==> src/rtl/mmio_game_periph_pkg.sv <==
// Shared constants for the Gambling Tec game-I/O peripheral: register offsets,
// LFSR taps, control/status bit positions and the LFSR step function.
package gt_mmio_pkg;

    localparam logic [4:0] OFF_RAND     = 5'h00;
    localparam logic [4:0] OFF_BTN_FLG  = 5'h04;
    localparam logic [4:0] OFF_LED      = 5'h08;
    localparam logic [4:0] OFF_TMR_CTRL = 5'h0C;
    localparam logic [4:0] OFF_TMR_CNT  = 5'h10;
    localparam logic [4:0] OFF_TMR_CMP  = 5'h14;
    localparam logic [4:0] OFF_STATUS   = 5'h18;

    localparam logic [31:0] LFSR_TAPS = 32'h8020_0003;

    localparam int CTRL_EN        = 0;
    localparam int CTRL_CLR       = 1;
    localparam int STATUS_TMR_HIT = 0;

    // Galois right-shift step; the taps fold back in when bit 0 falls out.
    function automatic logic [31:0] lfsr_next(input logic [31:0] q);
        return {1'b0, q[31:1]} ^ (q[0] ? LFSR_TAPS : 32'h0);
    endfunction

endpackage

==> src/rtl/mmio_game_periph_if.sv <==
// Data-memory bus between the core (master) and the peripheral (slave).
interface mmio_game_periph_if;

    logic        mem_write_i;
    logic [31:0] addr_i;
    logic [31:0] wdata_i;
    logic [31:0] rdata_o;
    logic        hit_o;

    modport master (output mem_write_i, addr_i, wdata_i, input rdata_o, hit_o);
    modport slave  (input mem_write_i, addr_i, wdata_i, output rdata_o, hit_o);

endinterface

==> src/rtl/btn_sync_edge.sv <==
// Two-flop synchroniser for one raw button plus a one-cycle rising-edge pulse.
module btn_sync_edge (
    input  logic clk,
    input  logic rst,
    input  logic btn,
    output logic rise
);

    logic meta;
    logic sync;
    logic prev;

    // NOTE: sequential state uses non-blocking assignments so every flop samples
    // the pre-edge value of its neighbour; blocking here would collapse the chain.
    always_ff @(posedge clk or negedge rst) begin
        if (!rst) begin
            meta <= 1'b0;
            sync <= 1'b0;
            prev <= 1'b0;
        end else begin
            meta <= btn;
            sync <= meta;
            prev <= sync;
        end
    end

    assign rise = sync & ~prev;

endmodule

==> src/rtl/mmio_game_periph.sv <==
// Game I/O responder on the core's load/store bus: LFSR random source, sticky
// button flags, LED register and a prescaled timer with compare flag.
module mmio_game_periph
    import gt_mmio_pkg::*;
#(
    parameter logic [31:0] BASE_ADDR = 32'h0000_0400,
    parameter logic [31:0] LFSR_SEED = 32'hACE1_2345,
    parameter int unsigned TICK_DIV  = 50000,
    parameter int unsigned N_BTN     = 4,
    parameter int unsigned N_LED     = 8
) (
    input  logic                 clk,
    input  logic                 rst,
    mmio_game_periph_if.slave    bus,
    input  logic [N_BTN-1:0]     btn_i,
    output logic [N_LED-1:0]     led_o
);

    localparam int unsigned     PW       = $clog2(TICK_DIV);
    localparam logic [PW-1:0]   PRE_LAST = PW'(TICK_DIV - 1);

    logic             hit;
    logic [4:0]       off;
    logic             wr;
    logic             wr_rand, wr_btn, wr_led, wr_ctrl, wr_cmp, wr_status;
    logic             unused_addr_lsb;

    logic [31:0]      rand_q;
    logic [N_BTN-1:0] btn_flg;
    logic [N_BTN-1:0] btn_rise;
    logic [N_BTN-1:0] btn_clr;
    logic [N_LED-1:0] led_q;
    logic             tmr_en;
    logic [PW-1:0]    presc;
    logic [31:0]      tmr_cnt;
    logic [31:0]      tmr_cmp;
    logic             tmr_hit;

    logic             tick;
    logic             tmr_clr;
    logic [31:0]      cnt_inc;
    logic             hit_set;
    logic             hit_clr;
    logic [31:0]      rdata;

    assign hit = (bus.addr_i[31:5] == BASE_ADDR[31:5]);
    assign off = {bus.addr_i[4:2], 2'b00};
    assign wr  = bus.mem_write_i && hit;
    assign unused_addr_lsb = ^bus.addr_i[1:0];

    assign wr_rand   = wr && (off == OFF_RAND);
    assign wr_btn    = wr && (off == OFF_BTN_FLG);
    assign wr_led    = wr && (off == OFF_LED);
    assign wr_ctrl   = wr && (off == OFF_TMR_CTRL);
    assign wr_cmp    = wr && (off == OFF_TMR_CMP);
    assign wr_status = wr && (off == OFF_STATUS);

    for (genvar i = 0; i < N_BTN; i++) begin : g_btn
        btn_sync_edge u_sync (
            .clk  (clk),
            .rst  (rst),
            .btn  (btn_i[i]),
            .rise (btn_rise[i])
        );
    end

    assign btn_clr = wr_btn ? bus.wdata_i[N_BTN-1:0] : '0;
    assign tick    = tmr_en && (presc == PRE_LAST);
    assign tmr_clr = wr_ctrl && bus.wdata_i[CTRL_CLR];
    assign cnt_inc = tmr_cnt + 32'd1;
    // Compare against the pre-edge CMP so a CMP write only affects later steps.
    assign hit_set = tick && !tmr_clr && (cnt_inc == tmr_cmp);
    assign hit_clr = wr_status && bus.wdata_i[STATUS_TMR_HIT];

    always_ff @(posedge clk or negedge rst) begin
        if (!rst) begin
            rand_q  <= LFSR_SEED;
            btn_flg <= '0;
            led_q   <= '0;
            tmr_en  <= 1'b0;
            presc   <= '0;
            tmr_cnt <= '0;
            tmr_cmp <= '1;
            tmr_hit <= 1'b0;
        end else begin
            if (wr_rand) rand_q <= (bus.wdata_i == 32'h0) ? LFSR_SEED : bus.wdata_i;
            else         rand_q <= lfsr_next(rand_q);

            // Set terms are OR-ed after the clear mask, so a same-cycle set wins.
            btn_flg <= btn_rise | (btn_flg & ~btn_clr);
            tmr_hit <= hit_set | (tmr_hit & ~hit_clr);

            if (wr_led)  led_q   <= bus.wdata_i[N_LED-1:0];
            if (wr_ctrl) tmr_en  <= bus.wdata_i[CTRL_EN];
            if (wr_cmp)  tmr_cmp <= bus.wdata_i;

            if (tmr_clr) begin
                presc   <= '0;
                tmr_cnt <= '0;
            end else if (tmr_en) begin
                presc <= tick ? '0 : presc + PW'(1);
                if (tick) tmr_cnt <= cnt_inc;
            end
        end
    end

    // NOTE: rdata gets a default before the case so no path leaves it unassigned,
    // which would otherwise infer a latch.
    always_comb begin
        rdata = 32'h0;
        unique case (off)
            OFF_RAND:     rdata = rand_q;
            OFF_BTN_FLG:  rdata = 32'(btn_flg);
            OFF_LED:      rdata = 32'(led_q);
            OFF_TMR_CTRL: rdata = {31'h0, tmr_en};
            OFF_TMR_CNT:  rdata = tmr_cnt;
            OFF_TMR_CMP:  rdata = tmr_cmp;
            OFF_STATUS:   rdata = {31'h0, tmr_hit};
            default:      rdata = 32'h0;
        endcase
    end

    assign bus.rdata_o = hit ? rdata : 32'h0;
    assign bus.hit_o   = hit;
    assign led_o       = led_q;

endmodule

==> src/flat_wrapper.sv <==
// flat-port wrapper written by rule: the top's interface ports become plain ports
module mmio_game_periph_flat import gt_mmio_pkg::*;
#(
    parameter logic [31:0] BASE_ADDR = 32'h0000_0400,
    parameter logic [31:0] LFSR_SEED = 32'hACE1_2345,
    parameter int unsigned TICK_DIV  = 50000,
    parameter int unsigned N_BTN     = 4,
    parameter int unsigned N_LED     = 8
)
  (clk, rst, btn_i, led_o, bus_mem_write_i, bus_addr_i, bus_wdata_i, bus_rdata_o, bus_hit_o);
  mmio_game_periph_if bus_i ();
  input  logic clk;
  input  logic rst;
  input  logic [N_BTN-1:0] btn_i;
  output logic [N_LED-1:0] led_o;
  input wire logic [$bits(bus_i.mem_write_i)-1:0] bus_mem_write_i;
  input wire logic [$bits(bus_i.addr_i)-1:0] bus_addr_i;
  input wire logic [$bits(bus_i.wdata_i)-1:0] bus_wdata_i;
  output wire logic [$bits(bus_i.rdata_o)-1:0] bus_rdata_o;
  output wire logic [$bits(bus_i.hit_o)-1:0] bus_hit_o;
  assign bus_i.mem_write_i = bus_mem_write_i;
  assign bus_i.addr_i = bus_addr_i;
  assign bus_i.wdata_i = bus_wdata_i;
  assign bus_rdata_o = bus_i.rdata_o;
  assign bus_hit_o = bus_i.hit_o;
  mmio_game_periph #(.BASE_ADDR(BASE_ADDR), .LFSR_SEED(LFSR_SEED), .TICK_DIV(TICK_DIV), .N_BTN(N_BTN), .N_LED(N_LED)) u_core (.clk(clk), .rst(rst), .bus(bus_i), .btn_i(btn_i), .led_o(led_o));
endmodule
==> config.mk <==
export PLATFORM = sky130hd
export DESIGN_NAME = mmio_game_periph_flat
export DESIGN_NICKNAME = d
export VERILOG_FILES = /design/src/rtl/mmio_game_periph_pkg.sv /design/src/rtl/mmio_game_periph_if.sv /design/src/rtl/btn_sync_edge.sv /design/src/rtl/mmio_game_periph.sv /design/src/flat_wrapper.sv
export SDC_FILE = /design/constraint.sdc
export NUM_CORES = 1
export LEC_CHECK = 0
export ABC_AREA = 1
export CAP_MARGIN = 10
export CORE_MARGIN = 3
export CORE_UTILIZATION = 49
export DETAILED_ROUTE_END_ITERATION = 10
export PLACE_DENSITY = 0.75
export SETUP_SLACK_MARGIN = 0.05
export SYNTH_ARGS = -nofsm -noshare
export SYNTH_HDL_FRONTEND = slang
export SYNTH_SLANG_ARGS = --single-unit
==> constraint.sdc <==
create_clock -name clk -period 1.87 [get_ports clk]
set_input_delay 0.187 -clock clk [delete_from_list [all_inputs] [get_ports clk]]
set_output_delay 0.187 -clock clk [all_outputs]
set_load 0.02 [all_outputs]
==> results of run 1 <==
==> synthesized netlist by cell type, types with 3 or more instances <==
master    count
o22ai_1      33
inv_1       108
nand4_1      17
inv_2         6
nor2_1      123
nand3_1      77
a221oi_1      5
nor3_1       12
buf_2        17
a21oi_1      43
dfrtp_1      92
xor2_1        7
a31oi_1      21
nor2_2        7
xnor2_1       8
nand2_1     391
nand2_2       4
nor3_2        4
dfstp_2      46
nor2_8        3
o21ai_1       7
nor4_1       16
clkbuf_1     15
nand3b_1      6
o21ai_0      52
nor2_4        4
nand3_2       3
==> worst paths after layout <==
kind,startpoint,end,depth (start not counted)
min in group asynchronous,rst,u_core.presc[13]$_DFFE_PN0P_,2
worst max register to register,u_core.tmr_cnt[22]$_DFFE_PN0P_,u_core.tmr_hit$_DFF_PN0_,12
worst min-delay path,btn_i[0],u_core.g_btn[0].u_sync.meta$_DFF_PN0_,1
worst max-delay path,u_core.tmr_cnt[22]$_DFFE_PN0P_,u_core.tmr_hit$_DFF_PN0_,12
max in group asynchronous,rst,u_core.tmr_cmp[27]$_DFFE_PN1P_,3
worst min register to register,u_core.g_btn[1].u_sync.meta$_DFF_PN0_,u_core.g_btn[1].u_sync.sync$_DFF_PN0_,0
==> sequential cells by signal, summed over array words and instances (netlist names) <==
register	count
u_core.tmr_hit	1
u_core.led_o	8
u_core.tmr_cnt	32
u_core.g_btn.u_sync.prev	4
u_core.presc	16
u_core.g_btn.u_sync.meta	4
u_core.g_btn.u_sync.sync	4
u_core.btn_flg	4
u_core.rand_q	32
u_core.tmr_cmp	32
u_core.tmr_en	1
==> repair_timing <==
| item | in CTS | in global routing |
|---|---|---|
| endpoints found under the hold margin | 34 | 0 |
| resized for setup | 352 | 110 |
| cloned | 2 | 2 |
| buffers inserted | 17 | 13 |
| setup endpoints to repair | 76 | 118 |
| hold buffers | 1 | 0 |
| pin swaps | 28 | 33 |
==> worst register-to-register path: cells and delay by family, from the launching register on <==
family | cells | cell delay, ps
AND/OR/NAND/NOR | 12 | 1460
flip-flops | 1 | 460
==> through the flow <==
stage	setup slack (ps)	instance area (µm²)	power, W
finish	-123.7	12390	0.007281
global route	-287.7	12390	0.007516
CTS	-80.67	11990	0.007254
detailed placement	-895.8	10930	0.003937
global placement	-821.9	10930	0.003920
floorplan	-22.04	8379	0.003514
==> placed cells by master (no fill, tap or decap), types with 8 or more instances in the layout <==
cell type | Yosys | routed
nor2_1 | 123 | 104
buf_2 | 17 | 11
inv_1 | 108 | 99
buf_12 | 0 | 14
nand3_1 | 77 | 74
clkbuf_16 | 0 | 19
a31oi_4 | 0 | 20
o21ai_1 | 7 | 13
nor2_4 | 4 | 8
nor4_1 | 16 | 12
nand2_2 | 4 | 19
o21ai_0 | 52 | 44
dfstp_2 | 46 | 46
xnor2_1 | 8 | 8
a21oi_2 | 1 | 9
buf_6 | 0 | 44
buf_4 | 2 | 171
o22ai_1 | 33 | 26
nand2_1 | 391 | 373
a21oi_1 | 43 | 34
inv_2 | 6 | 12
nand4_1 | 17 | 17
dfrtp_1 | 92 | 89
nor2_2 | 7 | 22
clkdlybuf4s50_1 | 0 | 45
==> routing by layer <==
layer,vias to the layer above,share of wire [%]
li1,4368,-
met1,4489,39
met2,589,45
met3,115,12
met4,0,3.9
met5,-,0
==> logic make-up after synthesis <==
logic type               count (synthesis)  share of synthesized area, %
multiplexers                             2                        0.2742
XOR/XNOR                                16                         1.889
AND/OR/NAND/NOR                        674                         35.74
flip-flops                             138                         42.75
AO/OA/AOI/OAI                          171                         11.82
buffers and inverters                  150                         7.221
adder cells (fa/ha/maj)                  2                        0.3046
==> final cells by class <==
class                           instances  share of cell area [%]
Clock buffer                           18                   3.465
Multi-Input combinational cell        865                   39.31
Tap cell                              216                   2.182
Sequential cell                       138                   28.37
Inverter                              114                   3.545
Clock inverter                         14                   1.131
Timing Repair Buffer                  301                   21.99
==> power by group <==
group / internal [W] / switching, W / leakage (nW)
registers: 0.00318 / 0.0000818 / 1.66
clock network: 0.00179 / 0.00154 / 0.284
logic: 0.000302 / 0.000383 / 3.72
total: 0.00527 / 0.00201 / 5.67
==> key figures, run 1 <==
Status
  – Status: finished, violations left
  – Violated checks: negative setup slack

Routing
  – Via density: 5.739
  – Via Count: 9561
  – WL per Instance: 18.23 µm
  – Drt total wl: 30.37 mm
  – DRC viols: 0
  – Antenna-violating nets left: 0
  – First-pass detailed-route iteration total: 7
  – DRT iter0 DRCs: 996

Final layout
  – Ant diodes: 0
  – Share of cells above drive strength 1: 32.97%
  – Final Net Count: 1510
  – Footprint of the multi-input gates: 0.004870 mm²
  – Layout area overhead: 50.82%
  – FF/Latch Area: 0.003515 mm²
  – Final core occ: 76.86%
  – Fill cell count: 1058
  – Layout Cells excl Fill: 1666

Yosys
  – Post-synth EDFFs: 0
  – Netlist cell types: 45
  – Cells after Synth: 1153
  – Sequential fraction of the synthesis area: 42.75%
  – Flops & latches, synth: 138
  – Share of the synthesized area in the top cell type: 28.03%
  – Synthesized area per cell: 7.123 µm²
  – Post-synthesis cell area: 0.008213 mm²
  – Synth async-reset ratio: 100.0%
  – Largest area contributor in the netlist: dfrtp_1
  – Predominant post-synthesis flop cell: dfrtp_1
  – Yosys warnings: 0
  – Ranking of synthesized cells by area: dfrtp_1 28%, nand2_1 18%, dfstp_2 15%, nor2_1 5.6%, inv_1 4.9%
  – Syn_nets: 1226

Power
  – Worst IR Drop VDD: 0.9354 mV
  – P_leak: 5.671 nW
  – Pwr per Cell Area: 587.8 mW/mm²

Floorplan
  – IO Pins: 112
  – CORE AREA: 0.01612 mm²
  – Initial Utilization: 50.96%
  – Die area: 0.01835 mm²
  – Die extent in y: 135.5 µm
  – Die extent in x: 135.5 µm
  – Rows: 46

Timing
  – Worst hold slack: 187.6 ps
  – Fin Setup TNS: -151.6 ps
  – Layout Skew: 6.868 ps
  – Number of hold violations in the final report: 0
  – Worst slew pin tran: 528.9 ps
  – Tcrit/Tclk final: 106.6%
  – Slew headroom: 64.74%
  – Final setup margin: -123.7 ps
  – Max-slew violations: 0
  – Peak Freq: 501.6 MHz
  – Setup-failing EPs final: 3
  – RSZ-0062 raised after global routing: true
  – Minimum clock period after layout: 1994 ps

GRT
  – Grt ovf: 0
  – GR Util met3: 9.473%
  – First-pass GRT wire length: 47.80 mm
  – Gr busiest metal: met2
  – Vias in the first global route: 9301
  – Largest net degree at the start of global routing: 51
  – Antenna violations before repair: 0
  – Met2 Use GR: 50.39%
  – Tot GR Track Use: 33.30%
  – GRT met1 Usage: 45.06%

Setup path
  – CP Max Fanout: 4
  – Slowest library cell on the worst path: dfrtp_1
  – R2R Setup Slk: -120 ps
  – Delay-heaviest family, CP: simple AND/OR/NAND/NOR gates
  – Worst-path cell chain: nand2_1, nor2_1, nand2_1, nor2_1, nand3_1, nand3_1, nand2_1, nor2_1, nand2_1, nor2_2, nand3_2, nand2_1
  – WP buf/inv: 0
  – Crit Path Category: reg2reg
  – Crit path required time: 2240 ps
  – Worst setup EP type: flip-flop
  – Crit path DAT: 2370 ps
  – Setup crit start kind: flip-flop
  – Most common cell type on the critical path: nand2_1
  – CP max stage delay: 460 ps

Clocking
  – Worst-path clk slew: 70 ps
  – TritonCTS Sinks: 138
  – Root Driver: clkbuf_16
  – CTS max path bufs: 2
  – CTS tree: built
  – Number of CTS-inserted buffers: 17
  – H-tree depth: 4
  – Clk Latency, worst-skew pair: 440 ps

Placed design
  – Gpl congestion: 0.9907
  – DP Cell Count: 1604
  – Final HPWL DP: 21.43 mm
  – I/O Buffers: 109

Flow run
  – Max capacitance violation total: 0

Hold path
  – Hold Crit Class: in2reg
Note: power is estimated with default switching activity, not from simulation.
==> run 2, diff against run 1 <==
--- a/config.mk
+++ b/config.mk
@@ -7,10 +7,12 @@
 export LEC_CHECK = 0
 export ABC_AREA = 1
 export CAP_MARGIN = 10
+export CELL_PAD_IN_SITES_DETAIL_PLACEMENT = 1
+export CELL_PAD_IN_SITES_GLOBAL_PLACEMENT = 2
 export CORE_MARGIN = 3
-export CORE_UTILIZATION = 49
+export CORE_UTILIZATION = 28
 export DETAILED_ROUTE_END_ITERATION = 10
-export PLACE_DENSITY = 0.75
+export PLACE_DENSITY_LB_ADDON = 0.1
 export SETUP_SLACK_MARGIN = 0.05
 export SYNTH_ARGS = -nofsm -noshare
 export SYNTH_HDL_FRONTEND = slang
==> run 2 against run 1 <==
Non-clock buffer count rose by 56. Largest cell class unchanged. Via count fell by 3.8%. Clock power up 4%. Worst hold slack hardly changed. Global-route usage down 9.8 points. Sequential power barely moved. Fmax fell by 4.5%. Core utilization fell by 31 points. Sequential cell count stayed put. Critical endpoint unchanged. Clock-buffer cell count unchanged. Register-to-register slack lost 90 ps. The run still ends with negative setup slack left. Final cell count grew 14%.
==> key figures, run 2 (synthesis gave the netlist of run 1 again) <==
Status
  – Status: finished, violations left
  – Violated checks: negative setup slack

Timing
  – Number of hold violations in the final report: 0
  – Fin Setup TNS: -566.7 ps
  – Tcrit/Tclk final: 111.7%
  – Setup-failing EPs final: 22
  – Final setup margin: -218.3 ps
  – Worst hold slack: 187.3 ps
  – Max-slew violations: 0
  – Peak Freq: 478.9 MHz
  – Worst slew pin tran: 553.8 ps
  – Layout Skew: 12.46 ps
  – Slew headroom: 63.08%
  – Minimum clock period after layout: 2088 ps
  – RSZ-0062 raised after global routing: true

Clocking
  – Clk Latency, worst-skew pair: 430 ps
  – TritonCTS Sinks: 138
  – Root Driver: clkbuf_16
  – H-tree depth: 4
  – Number of CTS-inserted buffers: 17
  – Worst-path clk slew: 70 ps
  – CTS max path bufs: 2
  – CTS tree: built

Routing
  – First-pass detailed-route iteration total: 5
  – DRT iter0 DRCs: 439
  – DRC viols: 0
  – Via Count: 9194
  – WL per Instance: 19.22 µm
  – Via density: 4.862
  – Antenna-violating nets left: 0
  – Drt total wl: 36.35 mm

Floorplan
  – Die extent in y: 177.3 µm
  – Die extent in x: 177.3 µm
  – Rows: 62
  – Initial Utilization: 28.54%
  – CORE AREA: 0.02878 mm²
  – IO Pins: 112
  – Die area: 0.03142 mm²

Final layout
  – Ant diodes: 0
  – Commonest non-fill, non-tap cell in the layout: nand2_1
  – Top flop regs: u_core.rand_q (32), u_core.tmr_cmp (32), u_core.tmr_cnt (32)
  – Final Net Count: 1567
  – Share of cells above drive strength 1: 35.50%
  – Layout area overhead: 60.44%
  – Most frequent cells in the layout: 376 x nand2_1, 218 x buf_4, 99 x nor2_1, 96 x inv_1, 89 x dfrtp_1

Placed design
  – I/O Buffers: 109
  – DP Worst Slack: -967.9 ps
  – Final HPWL DP: 27.59 mm
  – Gpl congestion: 0.8495

GRT
  – Antenna violations before repair: 0
  – Vias in the first global route: 9659
  – Grt ovf: 0
  – Tot GR Track Use: 23.50%
  – Largest net degree at the start of global routing: 51
  – First-pass GRT wire length: 56.21 mm

Setup path
  – Worst setup EP type: flip-flop
  – Delay-heaviest family, CP: simple AND/OR/NAND/NOR gates
  – CP Max Fanout: 2
  – Setup crit start kind: flip-flop
  – Most common cell type on the critical path: nor2_2
  – Crit path required time: 2240 ps
  – Worst setup path startpoint: u_core.tmr_cnt[0]$_DFFE_PN0P_
  – Crit path DAT: 2460 ps
  – Crit Path Category: reg2reg
  – CP max stage delay: 420 ps
  – Slowest library cell on the worst path: dfrtp_1
  – Worst-path cell chain: ha_4, buf_4, or2_2, nand3_1, nand3_1, nor2_2, nand3b_1, nor2_2, nand3_2, nor2_2, nand3_2, nand2_1
  – FF-to-FF Start: u_core.tmr_cnt[0]$_DFFE_PN0P_
  – WP buf/inv: 1

Hold path
  – Hold Startpoint: btn_i[0]
  – Hold Crit Class: in2reg

Power
  – Worst IR Drop VDD: 0.6358 mV
  – Pwr per Cell Area: 566.2 mW/mm²
  – P_leak: 5.937 nW

Flow run
  – Max capacitance violation total: 0
run 2: cell count changes in the layout (fill, tap and decap cells not counted), moves of 6 or more:
cell      previous run  this run
buf_4              171       218
o21ai_1             13         7
o21ai_0             44        51
buf_2               11         5
clkbuf_2             7        13
run 2: cell type report:
class                           count  area (µm²)
Timing Repair inverter              1       5.005
Inverter                          114       446.7
Multi-Input combinational cell    865        4985
Timing Repair Buffer              357        3168
Tap cell                          384       480.5
Clock buffer                       18       439.2
Clock inverter                     14       137.6
Sequential cell                   138        3515
Fill cell                        3472       15600
run 2: layer usage:
layer / up-vias / track usage (%) / part of all wire (%)
met3: 25 / 3.411 / 2.5
met4: 0 / 4.450 / 1.2
met1: 4562 / 32.23 / 47
li1: 4464 / - / -
met2: 143 / 39.71 / 49
met5: - / 0 / 0
run 2: worst reg2reg max path: stages, from the launching register on:
cell	delay (ps)
dfrtp_1	420
ha_4	190
buf_4	130
or2_2	280
nand3_1	70
nand3_1	110
nor2_2	110
nand3b_1	180
nor2_2	140
nand3_2	100
nor2_2	100
nand3_2	130
nand2_1	80
run 2: report_power, final:
group	total, W	leakage (nW)	internal [W]	switching (W)
Sequential	0.00327	1.66	0.00318	0.0000847
Combinational	0.000728	3.99	0.000323	0.000405
Clock	0.00346	0.278	0.00190	0.00156
run 2: final timing paths:
path	endpoint	slack, ps	cells after the start
max	u_core.tmr_hit$_DFF_PN0_	-220	12
min reg2reg	u_core.g_btn[2].u_sync.sync$_DFF_PN0_	350	0
min	u_core.g_btn[0].u_sync.meta$_DFF_PN0_	190	1
min in group asynchronous	u_core.tmr_cnt[10]$_DFFE_PN0P_	300	2
max in group asynchronous	u_core.tmr_cmp[19]$_DFFE_PN1P_	810	3
max reg2reg	u_core.tmr_hit$_DFF_PN0_	-220	12
run 2: per-stage QoR:
| stage | std cells | cell area (µm²) | power, W | util, % |
|---|---|---|---|---|
| after floorplan | 1153 | 8379 | 0.003514 | - |
| after global placement | 1833 | 11620 | 0.003995 | 40.38 |
| after detailed placement | 1833 | 11620 | 0.004005 | 40.38 |
| after CTS | 1882 | 12820 | 0.007548 | 44.55 |
| after global routing | 1891 | 13180 | 0.007774 | 45.78 |
| final | 1891 | 13180 | 0.007460 | 45.78 |
run 2: repair_timing:
action                                 CTS  global route
setup buffers                           18            11
pin swaps                               38            38
endpoints found under the hold margin   30             0
hold buffers                             1             0
gates cloned                             2             1
setup endpoints to repair              104           112
gates resized for setup                350            99
==> run 3, diff against run 2 <==
--- a/config.mk
+++ b/config.mk
@@ -11,6 +11,7 @@
 export CELL_PAD_IN_SITES_GLOBAL_PLACEMENT = 2
 export CORE_MARGIN = 3
 export CORE_UTILIZATION = 28
+export CTS_CLUSTER_DIAMETER = 80
 export DETAILED_ROUTE_END_ITERATION = 10
 export PLACE_DENSITY_LB_ADDON = 0.1
 export SETUP_SLACK_MARGIN = 0.05
==> results of run 3 <==
No change in the layout: final DEF, timing and power equal those of run 2.
